==> src/rtl/key_note_scheduler_pkg.sv <==
// Shared types and constants for the key-press note scheduler.
// State encoding, note codes and the press priority encoder live here.
package key_note_scheduler_pkg;

  typedef enum logic [1:0] {
    S_IDLE = 2'b00,
    S_PLAY = 2'b01,
    S_GAP  = 2'b10
  } state_t;

  localparam logic [1:0] NOTE_K0 = 2'd0;
  localparam logic [1:0] NOTE_K1 = 2'd1;
  localparam logic [1:0] NOTE_K4 = 2'd2;
  localparam logic [1:0] NOTE_K7 = 2'd3;

  // Bit order of the rise vector is {key7, key4, key1, key0}; key 0 wins.
  function automatic logic [1:0] encode_rise(input logic [3:0] rise);
    logic [1:0] code;
    code = NOTE_K7;
    if (rise[2]) code = NOTE_K4;
    if (rise[1]) code = NOTE_K1;
    if (rise[0]) code = NOTE_K0;
    return code;
  endfunction

  function automatic logic multi_hot(input logic [3:0] v);
    return (v & (v - 4'd1)) != 4'd0;
  endfunction

endpackage

==> src/rtl/key_note_scheduler_note_fifo.sv <==
// Small synchronous FIFO of 2-bit note codes with a combinational head.
// A write into a full FIFO is accepted only when a read happens in the same cycle.
module note_fifo #(
  parameter int unsigned DEPTH = 4
) (
  input  logic                     clk,
  input  logic                     resetn,
  input  logic                     flush,
  input  logic                     wr_en,
  input  logic [1:0]               wr_data,
  input  logic                     rd_en,
  output logic [1:0]               rd_data,
  output logic                     full,
  output logic                     empty,
  output logic [$clog2(DEPTH):0]   count
);

  localparam int unsigned AW = $clog2(DEPTH);
  localparam int unsigned CW = AW + 1;

  logic [1:0]    mem [DEPTH];
  logic [AW-1:0] wr_ptr;
  logic [AW-1:0] rd_ptr;
  logic          do_wr;
  logic          do_rd;

  assign full    = (count == CW'(DEPTH));
  assign empty   = (count == '0);
  assign do_rd   = rd_en & ~empty;
  assign do_wr   = wr_en & (~full | do_rd);
  assign rd_data = mem[rd_ptr];

  always_ff @(posedge clk) begin
    if (do_wr && !flush) mem[wr_ptr] <= wr_data;
  end

  always_ff @(posedge clk or negedge resetn) begin
    if (!resetn) begin
      wr_ptr <= '0;
      rd_ptr <= '0;
      count  <= '0;
    end else if (flush) begin
      wr_ptr <= '0;
      rd_ptr <= '0;
      count  <= '0;
    end else begin
      if (do_wr) wr_ptr <= wr_ptr + 1'b1;
      if (do_rd) rd_ptr <= rd_ptr + 1'b1;
      count <= count + CW'(do_wr) - CW'(do_rd);
    end
  end

endmodule

==> src/rtl/key_note_scheduler.sv <==
// Queues rising key presses from the keypad scanner and plays them one at a
// time on a shared tone generator: fixed note length, then a silent gap.
module key_note_scheduler
  import key_note_scheduler_pkg::*;
#(
  parameter int unsigned DEPTH    = 4,
  parameter int unsigned NOTE_LEN = 5000000,
  parameter int unsigned GAP_LEN  = 500000,
  parameter int unsigned CNT_W    = 24
) (
  input  logic                   clk,
  input  logic                   resetn,
  input  logic                   push_0,
  input  logic                   push_1,
  input  logic                   push_4,
  input  logic                   push_7,
  input  logic                   stop,
  output logic                   tone_en,
  output logic [1:0]             tone_sel,
  output logic                   note_done,
  output logic                   busy,
  output logic [$clog2(DEPTH):0] fifo_count,
  output logic                   dropped
);

  localparam logic [CNT_W-1:0] NOTE_LOAD = CNT_W'(NOTE_LEN - 1);
  localparam logic [CNT_W-1:0] GAP_LOAD  = CNT_W'(GAP_LEN - 1);
  localparam bit               HAS_GAP   = (GAP_LEN != 0);
  localparam bit               ONE_CYCLE = (NOTE_LEN == 1);

  state_t           state;
  logic [CNT_W-1:0] cnt;
  logic [3:0]       keys;
  logic [3:0]       keys_q;
  logic [3:0]       rise;
  logic             armed;
  logic             any_rise;
  logic             multi_rise;
  logic [1:0]       wr_code;
  logic [1:0]       head;
  logic             fifo_full;
  logic             fifo_empty;
  logic             slot_free;
  logic             pop;

  assign keys = {push_7, push_4, push_1, push_0};

  // armed stays low for the first edge after reset so a key held through
  // reset is absorbed into the history instead of counting as a new press.
  assign rise       = armed ? (keys & ~keys_q) : '0;
  assign any_rise   = |rise;
  assign multi_rise = multi_hot(rise);
  assign wr_code    = encode_rise(rise);

  assign slot_free = (state == S_IDLE) ||
                     ((cnt == '0) && ((state == S_GAP) || ((state == S_PLAY) && !HAS_GAP)));
  assign pop  = ~stop & ~fifo_empty & slot_free;
  assign busy = (state != S_IDLE) | ~fifo_empty;

  note_fifo #(
    .DEPTH (DEPTH)
  ) u_fifo (
    .clk     (clk),
    .resetn  (resetn),
    .flush   (stop),
    .wr_en   (any_rise & ~stop),
    .wr_data (wr_code),
    .rd_en   (pop),
    .rd_data (head),
    .full    (fifo_full),
    .empty   (fifo_empty),
    .count   (fifo_count)
  );

  always_ff @(posedge clk or negedge resetn) begin
    if (!resetn) begin
      keys_q  <= '0;
      armed   <= 1'b0;
      dropped <= 1'b0;
    end else begin
      keys_q  <= keys;
      armed   <= 1'b1;
      dropped <= ~stop & (multi_rise | (any_rise & fifo_full & ~pop));
    end
  end

  always_ff @(posedge clk or negedge resetn) begin
    if (!resetn) begin
      state     <= S_IDLE;
      cnt       <= '0;
      tone_en   <= 1'b0;
      tone_sel  <= '0;
      note_done <= 1'b0;
    end else begin
      note_done <= 1'b0;
      if (stop) begin
        state   <= S_IDLE;
        cnt     <= '0;
        tone_en <= 1'b0;
      end else if (pop) begin
        // Covers IDLE start, end of gap and back-to-back notes without a gap.
        state     <= S_PLAY;
        tone_sel  <= head;
        cnt       <= NOTE_LOAD;
        tone_en   <= 1'b1;
        note_done <= ONE_CYCLE;
      end else begin
        case (state)
          S_PLAY: begin
            if (cnt == '0) begin
              tone_en <= 1'b0;
              if (HAS_GAP) begin
                state <= S_GAP;
                cnt   <= GAP_LOAD;
              end else begin
                state <= S_IDLE;
              end
            end else begin
              cnt       <= cnt - 1'b1;
              note_done <= (cnt == CNT_W'(1));
            end
          end
          S_GAP: begin
            if (cnt == '0) state <= S_IDLE;
            else           cnt   <= cnt - 1'b1;
          end
          default: state <= S_IDLE;
        endcase
      end
    end
  end

endmodule
==> config.mk <==
export PLATFORM = sky130hd
export DESIGN_NAME = key_note_scheduler
export DESIGN_NICKNAME = d
export VERILOG_FILES = /design/src/rtl/key_note_scheduler_pkg.sv /design/src/rtl/key_note_scheduler_note_fifo.sv /design/src/rtl/key_note_scheduler.sv
export SDC_FILE = /design/constraint.sdc
export NUM_CORES = 1
export LEC_CHECK = 0
export CORE_MARGIN = 2
export CORE_UTILIZATION = 45
export DETAILED_ROUTE_END_ITERATION = 16
export HOLD_SLACK_MARGIN = 0.1
export SETUP_SLACK_MARGIN = 0.3
export SLEW_MARGIN = 20
export SYNTH_ARGS = -nofsm -noshare
export SYNTH_HDL_FRONTEND = slang
export SYNTH_HIERARCHICAL = 1
export SYNTH_SLANG_ARGS = --single-unit
export TNS_END_PERCENT = 5
==> constraint.sdc <==
create_clock -name clk -period 5.1 [get_ports clk]
set_clock_uncertainty 0.15 [all_clocks]
set_input_delay 0.765 -clock clk [delete_from_list [all_inputs] [get_ports clk]]
set_output_delay 0.765 -clock clk [all_outputs]
set_load 0.1 [all_outputs]
# Yosys cells after proc, flatten, opt, wreduce, memory -nomap -nowiden
# Memory sizes are Yosys's and may differ from the RTL's. A register that Yosys moved wholly into a read port is not among the register bits.
# Cells that the tools add are included.
classes:
  add_sub_neg: 6
  n_eq_ne: 7
  muxes: 29
  n_bitwise: 18
  n_reduce_logical: 20
ops:
  columns: ["op", "n"]
  rows:
  - ["2-to-1 mux 24 bit", 4]
  - ["case mux 24 bit (2 select lines)", 1]
  - ["equality test 24 x 1 -> 1 bit, second input constant", 1]
  - ["logical NOT 24 bit", 1]
  - ["subtractor 24 x 1 -> 24 bit, second input constant", 1]
  - ["2-to-1 mux 2 bit", 10]
  - ["!= test 4 bit, second input constant", 3]
  - ["2-to-1 mux 1 bit", 11]
  - ["AND 1 bit", 8]
  - ["AND 4 bit", 2]
  - ["AND reduction 2 bit", 4]
  - ["nonzero test 4 bit", 2]
  - ["nonzero test 2 bit", 3]
  - ["nonzero test 3 bit", 2]
  - ["adder 2 x 1 -> 2 bit, second input constant", 2]
  - ["2-to-1 mux 4 bit", 1]
  - ["inverter 1 bit", 4]
  - ["inverter 4 bit", 1]
  - ["case mux 2 bit (2 select lines)", 1]
  - ["OR reduction 4 bit", 1]
  - ["subtractor 4 x 1 -> 4 bit, second input constant", 1]
  - ["adder 3 x 1 -> 3 bit", 1]
  - ["equality test 3 bit, second input constant", 1]
  - ["logical NOT 3 bit", 1]
  - ["9 further kinds", 13]
totals:
  ff_bits: 41
  ram_bits: 8
  inputBits: 7
  output_inout_bits: 9
  wordCells: 91
  mem_count: 1
mem_list:
  columns: ["name", "words", "word_bits", "rd", "rd_clocked_by_memory_dff", "write_ports", "line_no", "source"]
  rows:
  - ["u_fifo.mem", 4, 2, 1, 1, 1, "key_note_scheduler_note_fifo.sv:21", "logic [1:0] mem [DEPTH];"]

# Depth between registers and ports, before layout
# Gate-level depths: netlist of the first run.
logic_depth:
  ltp_word: 10
  mapped_depth: 16
  depth_no_buf: 16

# Hierarchy
# Netlist of the first run, hierarchy kept.
modules_own_cells:
  columns: ["module", "n_inst", "cells_per_inst", "area_per_inst_um2"]
  rows:
  - ["key_note_scheduler", 1, 239, 2138.3]
  - ["note_fifo", 1, 56, 750.7]

# Worst setup path after synthesis of the first run
# No wires, ideal clock.
synth_timing:
  path_kind: "register -> register"
  startpoint: "register cnt[10]"
  endpoint: "register u_fifo.count[2]"
  setup_ns: 0.086
  arrival_ns: 3.243
  path_slack_ns: 1.621
  path_stages_with_launch: 16
  path_buffers: 1
  cell_sequence: "dfrtp_1 > or3_1 > buf_2 > nand4bb_4 > nor4_1 > o21ai_0 > clkinv_1 > o31ai_1 > nor2_1 > a21o_2 > ha_1 > inv_1 > fa_1 > xor2_1 > and2_1 > nor3_1"
synth_via:
  elab_chain_len: 10
synth_rtl:
  columns: ["element", "line_no", "source"]
  rows:
  - ["start, declared", "key_note_scheduler.sv:32", "logic [CNT_W-1:0] cnt;"]
  - ["start signal, assigned", "key_note_scheduler.sv:119", "cnt <= cnt - 1'b1;"]
  - ["start signal, assigned", "key_note_scheduler.sv:125", "else cnt <= cnt - 1'b1;"]
  - ["logical NOT 24 bit *", "key_note_scheduler.sv:56", "((cnt == '0) && ((state == S_GAP) || ((state == S_PLAY) && !HAS_GAP)));"]
  - ["logical AND 1 bit *", "key_note_scheduler.sv:56", null]
  - ["logical OR 1 bit *", "key_note_scheduler.sv:55", "assign slot_free = (state == S_IDLE) ||"]
  - ["AND 1 bit *", "key_note_scheduler.sv:57", "assign pop = ~stop & ~fifo_empty & slot_free;"]
  - ["via pop", "key_note_scheduler.sv:44", "logic pop;"]
  - ["AND 1 bit *", "key_note_scheduler_note_fifo.sv:29", "assign do_rd = rd_en & ~empty;"]
  - ["OR 1 bit", "key_note_scheduler_note_fifo.sv:30", "assign do_wr = wr_en & (~full | do_rd);"]
  - ["AND 1 bit", "key_note_scheduler_note_fifo.sv:30", null]
  - ["adder 3 x 1 -> 3 bit", "key_note_scheduler_note_fifo.sv:49", "count <= count + CW'(do_wr) - CW'(do_rd);"]
  - ["subtractor 3 x 1 -> 3 bit *", "key_note_scheduler_note_fifo.sv:49", null]
  - ["2-to-1 mux 3 bit *", "key_note_scheduler_note_fifo.sv:42", "end else if (flush) begin"]
  - ["end signal, assigned", "key_note_scheduler_note_fifo.sv:49", null]
  - ["end, declared", "key_note_scheduler_note_fifo.sv:15", "output logic [$clog2(DEPTH):0] count"]
# Mark *: on every way through the listed nets, which the timed path passes. The rest lies on a longest branch.
# A chain may end at the register's enable or synchronous reset.

# Final worst setup path of the first run
layout_timing:
  startpoint: "register cnt[0]"
  endpoint: "register u_fifo.count[2]"
# The elaborated chain is that of the path after synthesis.

==> results.sh, run 1 <==
export IMPL_syn_nets=314
export IMPL_ctsResizeCount=0
export IMPL_cts_sinks=51
export IMPL_setup_violations=0
export IMPL_rrSetupSlack_ns=1.29
export IMPL_rsz0062_at_grt="no"
export IMPL_timing_hold_violations_final=0
export IMPL_synth_main_ff_cell="dfrtp_1"
export IMPL_synth_edff_count=8
export IMPL_slowest_stage="dfrtp_1"
export IMPL_synth_fa_ha_area_frac=0.0580
export IMPL_worstPathRequired_ns=5.17
export IMPL_synth_compound_gate_area_share=0.150
export IMPL_synth_area_um2=2890
export IMPL_utilization=0.515
export IMPL_ys_seq_elements=51
export IMPL_placed_area_um2=3120
export IMPL_ios=16
export IMPL_cts_made_buffers=5
export IMPL_core_area_um2=6280
export IMPL_rows=29
export IMPL_gp_congestion=0.942
export IMPL_setup_tns_ns=0
export IMPL_swShare=0.487
export IMPL_intPower_uw=1000
export IMPL_grt_overflow_total=0
export IMPL_cellPowerDensity_nw_per_um2=604
export IMPL_hp_class="input pin to async pin"
export IMPL_hold_buffers=0
export IMPL_irDropWorstVdd_v=0.000532
export IMPL_num_antenna_cells=0
export IMPL_fp_dieW_um=84.1
export IMPL_fin_nets=333
export IMPL_yosys_warnings=6
export IMPL_drtIter0Drc=185
export IMPL_grt_pass1_vias=2246
export IMPL_crit_chain="inv_1, ha_1, nor4b_1, nand2_1, nor4_1, o21ai_0, clkinv_1, o31ai_1, nor2_1, a21o_2, ha_1, inv_1, fa_1, xor2_1, and2_1, nor3_1"
export IMPL_period_minus_slack_ns=3.81
export IMPL_clockRootBuffer="clkbuf_8"
export IMPL_via_count=2262
export IMPL_clock_latency_ns=0.31
export IMPL_cts_buffer_depth=2
export IMPL_total_power_uw=1950
export IMPL_ys_types=58
export IMPL_slew_viol_final=0
export IMPL_synth_avg_cell_area_um2=9.79
export IMPL_die_area_um2=7080
export IMPL_synthXorXnorAreaFrac=0.0243
export IMPL_grt_pass1_wl_um=10800
export IMPL_drc_errors=0
export IMPL_antenna_found_initial=0
export IMPL_p_switching_uw=952
export IMPL_cts_clk_slew_worst_paths_ns=0.10
export IMPL_synthToLayoutAreaGrowth_pct=12.0
export IMPL_drive_above_1_share=0.0825
export IMPL_power_frac_clock=0.146
export IMPL_grt_start_max_net_pins=44
export IMPL_cts_tree="built"
export IMPL_power_frac_comb=0.544
export IMPL_path_class="flop to flop"
export IMPL_via_per_inst=5.77
export IMPL_synthSimpleGateAreaFrac=0.243
export IMPL_cp_end_kind="flop"
export IMPL_start_util=0.460
export IMPL_finalCritPeriodShare=0.747
export IMPL_synthMuxAreaShare=0.0385
export IMPL_final_cell_area_um2=3240
export IMPL_r2r_end="u_fifo/count[2]"
export IMPL_dpl_hpwl_um=4640
export IMPL_p_seq_frac=0.310
export IMPL_grt_usage=0.192
export IMPL_critical_path_max_stage_delay_ns=0.43
export IMPL_max_cap_violations=0
export IMPL_start_kind="flop"
export IMPL_outcome="completed"
export IMPL_routedWlPerCell_um=16.5
export IMPL_clock_fmax_mhz=262
export IMPL_timing_slew_headroom=0.352
export IMPL_arrival_ns=3.88
export IMPL_die_y_um=84.1
export IMPL_power_leakage_uw=0.00136
export IMPL_ys_seq_area_frac=0.456
export IMPL_ant_nets=0
export IMPL_cts_setup_buffers=0
export IMPL_drt_total_wl_um=6490
export IMPL_worst_path_max_fanout=13
export IMPL_port_buffers=15
export IMPL_ctsHtreeMaxLevel=2
export IMPL_synth_top_family_by_area="simple AND/OR/NAND/NOR gates"
export IMPL_syn_inst=295
export IMPL_r2r_start="cnt[0]"
export IMPL_holdWs_ns=0.282
export IMPL_synthArstFlopShare=0.843
export IMPL_tightest_slew_ns=0.968
export IMPL_dr_pass1_iters=4
export IMPL_reg2regPathDepth=16
## worst max-delay path by stage
stage | from | endpoint | slack (ns) | cells past startpoint
2_1_floorplan | cnt[10] | u_fifo/count[2] | 1.62 | 15
3_5_place_dp | cnt[0] | u_fifo/count[2] | 1.35 | 16
5_1_grt | cnt[0] | u_fifo/count[2] | 0.86 | 16
3_3_place_gp | push_4 | u_fifo/count[2] | 1.47 | 13
4_1_cts | cnt[0] | u_fifo/count[2] | 1.30 | 16
6_report | cnt[0] | u_fifo/count[2] | 1.29 | 16
## final cells by class
cell class                 instances  area, um2
clock buffer                       5       68.8
sequential                        51       1320
multi-input combinational        224       1490
clock inverter                     3       43.8
inverter                          14       52.6
tap                               77       96.3
timing repair buffer              18        170
fill                             581       3040
## Yosys cell counts (2+ instances only)
cell	instances	share of area
xor2_1	7	0.021
inv_1	13	0.017
nor2_1	37	0.048
nor4_1	4	0.0087
dfrtp_1	43	0.37
or4_1	2	0.0052
o311ai_0	4	0.012
ha_1	11	0.048
nor2b_1	7	0.015
nand2b_1	5	0.011
nor3b_1	4	0.010
mux2i_1	4	0.014
and3b_1	2	0.0061
or2_2	2	0.0043
nand3_1	4	0.0069
nand4_1	3	0.0065
clkbuf_1	3	0.0039
mux4_2	2	0.016
a221o_1	3	0.010
or3_1	8	0.017
a21oi_1	11	0.019
nor3_1	16	0.028
a211oi_1	3	0.0078
a31oi_1	5	0.011
nand2_1	23	0.030
o211ai_1	3	0.0078
edfxtp_1	8	0.083
o21ai_0	27	0.047
buf_2	2	0.0035
## registers in the layout (all words and copies together), names as in the netlist
name / cells
u_fifo/count: 3
keys_q: 4
state: 2
cnt: 24
u_fifo/mem: 8
u_fifo/rd_ptr: 2
note_done: 1
tone_sel: 2
dropped: 1
u_fifo/wr_ptr: 2
armed: 1
tone_en: 1
## worst max-delay path, delay by kind of cell, from the launching register on
family	cells	cell delay, ns
and+or+nand+nor	6	1.36
xor gates and xnor gates	1	0.16
buffers and inverters	3	0.40
DFF	1	0.43
adders and majority gates	3	0.72
AOI/OAI and AO/OA	3	0.48
## routing by layer
| metal | part of all wire | up-vias | global-route usage |
|---|---|---|---|
| li1 | - | 1106 | - |
| met3 | 0.041 | 14 | 0.0386 |
| met2 | 0.48 | 63 | 0.323 |
| met4 | 0.026 | 0 | 0.0821 |
| met5 | 0 | - | 0 |
| met1 | 0.45 | 1079 | 0.240 |
## per-stage QoR
step	worst slack (ns)	std cells
floorplan	1.62	295
global placement	1.47	384
detailed placement	1.35	384
CTS	1.30	392
global route	0.855	392
finish	1.29	392
## cells by family (layout without fill, tap and decap cells)
| kind of cell | count (synthesis) | count (layout) |
|---|---|---|
| and+or+nand+nor | 128 | 128 |
| AOI/OAI and AO/OA | 66 | 66 |
| DFF | 51 | 51 |
| buffers and inverters | 20 | 40 |
| adders and majority gates | 13 | 13 |
| xor gates and xnor gates | 8 | 8 |
| muxes | 8 | 8 |
| other | 1 | 1 |
## power by group through the flow
stage          combinational, uW  sequential (uW)  clock (uW)
2_1_floorplan                704              705           0
3_3_place_gp                1050              611           0
3_5_place_dp                1050              613           0
4_1_cts                     1060              606         295
5_1_grt                     1160              623         308
6_report                    1060              606         285
## placed cells by master (no fill, tap or decap), types with 4 or more instances in the layout
| cell type | netlist | routed |
|---|---|---|
| a21oi_1 | 11 | 11 |
| a31oi_1 | 5 | 5 |
| buf_4 | 0 | 4 |
| clkbuf_8 | 0 | 5 |
| clkdlybuf4s50_1 | 0 | 14 |
| dfrtp_1 | 43 | 43 |
| edfxtp_1 | 8 | 8 |
| ha_1 | 11 | 11 |
| inv_1 | 13 | 13 |
| mux2i_1 | 4 | 4 |
| nand2_1 | 23 | 23 |
| nand2b_1 | 5 | 5 |
| nand3_1 | 4 | 4 |
| nor2_1 | 37 | 37 |
| nor2b_1 | 7 | 7 |
| nor3_1 | 16 | 16 |
| nor3b_1 | 4 | 4 |
| nor4_1 | 4 | 4 |
| o21ai_0 | 27 | 27 |
| o311ai_0 | 4 | 4 |
| or3_1 | 8 | 8 |
| xor2_1 | 7 | 7 |
(Power assumes the default switching activity.)
==> run 2, diff against run 1 <==
--- a/config.mk
+++ b/config.mk
@@ -9,6 +9,7 @@
 export CORE_UTILIZATION = 45
 export DETAILED_ROUTE_END_ITERATION = 16
 export HOLD_SLACK_MARGIN = 0.1
+export PLACE_DENSITY = 0.65
 export SETUP_SLACK_MARGIN = 0.3
 export SLEW_MARGIN = 20
 export SYNTH_ARGS = -nofsm -noshare
==> constraint.sdc (replaced) <==
create_clock -name clk -period 3.5 [get_ports clk]
set_clock_uncertainty 0.15 [all_clocks]
set_input_delay 0.525 -clock clk [delete_from_list [all_inputs] [get_ports clk]]
set_output_delay 0.525 -clock clk [all_outputs]
set_load 0.1 [all_outputs]
==> results.sh, run 2 (synthesized netlist as in run 1, its figures left out) <==
export IMPL_core_area_um2=6280
export IMPL_start_util=0.460
export IMPL_holdWs_ns=0.190
export IMPL_drive_above_1_share=0.178
export IMPL_ant_nets=0
export IMPL_antenna_found_initial=0
export IMPL_clockRootBuffer="clkbuf_8"
export IMPL_cellPowerDensity_nw_per_um2=877
export IMPL_grt_overflow_total=0
export IMPL_gp_congestion=0.956
export IMPL_hp_class="input pin to async pin"
export IMPL_mostFrequentLayoutCell="dfrtp_1"
export IMPL_path_class="flop to flop"
export IMPL_clock_fmax_mhz=336
export IMPL_drt_total_wl_um=6730
export IMPL_dpl_hpwl_um=4750
export IMPL_dp_cells=388
export IMPL_cts_tree="built"
export IMPL_cts_made_buffers=5
export IMPL_arrival_ns=3.06
export IMPL_power_leakage_uw=0.00142
export IMPL_fin_nets=344
export IMPL_rsz0062_at_grt="yes"
export IMPL_via_per_inst=5.91
export IMPL_routedWlPerCell_um=16.7
export IMPL_grt_start_max_net_pins=44
export IMPL_worst_path_max_fanout=6
export IMPL_worstPathRequired_ns=3.58
export IMPL_grt_usage=0.202
export IMPL_drc_errors=0
export IMPL_finalWorstSetupSlack_ns=0.521
export IMPL_cp_end_kind="flop"
export IMPL_ctsHtreeMaxLevel=2
export IMPL_cts_buffer_depth=2
export IMPL_rows=29
export IMPL_cts_sinks=51
export IMPL_grt_pass1_vias=2372
export IMPL_regMostFlops="cnt"
export IMPL_ios=16
export IMPL_hold_buffers=0
export IMPL_dr_pass1_iters=5
export IMPL_fp_dieW_um=84.1
export IMPL_drtIter0Drc=133
export IMPL_die_area_um2=7080
export IMPL_tightest_slew_ns=0.969
export IMPL_outcome="completed"
export IMPL_timing_slew_headroom=0.352
export IMPL_irDropWorstVdd_v=0.000605
export IMPL_max_cap_violations=0
export IMPL_setup_tns_ns=0
export IMPL_grt_pass1_wl_um=11500
export IMPL_slew_viol_final=0
export IMPL_start_kind="flop"
export IMPL_via_count=2380
export IMPL_die_y_um=84.1
export IMPL_top_regs="cnt (24), u_fifo/mem (8), keys_q (4)"
export IMPL_period_minus_slack_ns=2.98
export IMPL_finalCritPeriodShare=0.851
export IMPL_clock_latency_ns=0.31
export IMPL_setup_violations=0
export IMPL_mostFrequentLayoutCells="dfrtp_1 (42), nor2_1 (36), o21ai_0 (26)"
export IMPL_timing_hold_violations_final=0
export IMPL_port_buffers=15
export IMPL_utilization=0.538
export IMPL_largest_reg_flops=24
export IMPL_num_antenna_cells=0
export IMPL_pre_cts_ws_ns=0.185
export IMPL_synthToLayoutAreaGrowth_pct=16.8
export IMPL_fin_cells=403
export IMPL_cts_clk_slew_worst_paths_ns=0.10
export IMPL_fillers=581
==> run 2: cell types whose count changed in the layout (fill, tap and decap cells not counted), moves of 2 or more <==
| cell | delta |
|---|---|
| nor3_2 | +2 |
| clkdlybuf4s50_1 | -4 |
| inv_2 | +2 |
| ha_1 | -2 |
| inv_1 | -2 |
| nor3_1 | -2 |
| buf_4 | +14 |
==> run 2: final cells by class <==
| type | count | area (um2) | area share |
|---|---|---|---|
| repair buffers | 29 | 240 | 0.0712 |
| clock inverters | 3 | 22.5 | 0.00667 |
| flip-flops and latches | 51 | 1320 | 0.390 |
| well taps | 77 | 96.3 | 0.0286 |
| multi-input cells | 224 | 1580 | 0.467 |
| inverters | 14 | 53.8 | 0.0159 |
| clock buffers | 5 | 68.8 | 0.0204 |
==> run 2: final timing paths <==
| check | startpoint | end | slack [ns] | depth (start not counted) |
|---|---|---|---|---|
| min reg2reg | tone_sel[0] | tone_sel[0] | 0.34 | 2 |
| max reg2reg | cnt[1] | u_fifo/count[2] | 0.52 | 16 |
| min in group clk | tone_sel[0] | tone_sel[0] | 0.34 | 2 |
| min | resetn | cnt[3] | 0.19 | 1 |
| max | cnt[1] | u_fifo/count[2] | 0.52 | 16 |
| max in group asynchronous | resetn | u_fifo/count[1] | 2.35 | 1 |
==> run 2: metrics by stage <==
step	total power, uW	cell area [um2]
detailed placement	2470	3180
CTS	2880	3300
global placement	2450	3180
global route	3170	3370
finish	2960	3370
floorplan	2080	2930
==> run 2: report_power, final <==
group	leakage, uW	switching (uW)	total (uW)	internal [uW]
clock	0.0000485	210	354	144
sequential	0.000639	163	896	733
combinational	0.000736	1100	1710	608
total	0.00142	1470	2960	1490
==> run 2: repair_timing <==
action	CTS	global route
buffers inserted	1	6
setup endpoints to repair	1	9
pin swaps	2	5
resized for setup	5	8
==> run 2: layer usage <==
metal  up-vias  track usage  part of all wire
met5         -            0                 0
met4         0       0.0909             0.021
met3        10       0.0386             0.057
met2        81        0.338              0.49
met1      1162        0.254              0.43
li1       1127            -                 -
==> run 2: worst max-delay path, cell delays in order, from the launching register on <==
cell and delay (ns):
dfrtp_1 0.41, inv_2 0.11, ha_4 0.17, nor4b_4 0.25
nand2_2 0.13, nor4_4 0.28, o21ai_2 0.11, clkinv_2 0.09
o31ai_4 0.08, nor2_2 0.11, a21o_2 0.10, ha_1 0.13
inv_1 0.05, fa_2 0.33, xor2_1 0.15, and2_1 0.16
nor3_2 0.09
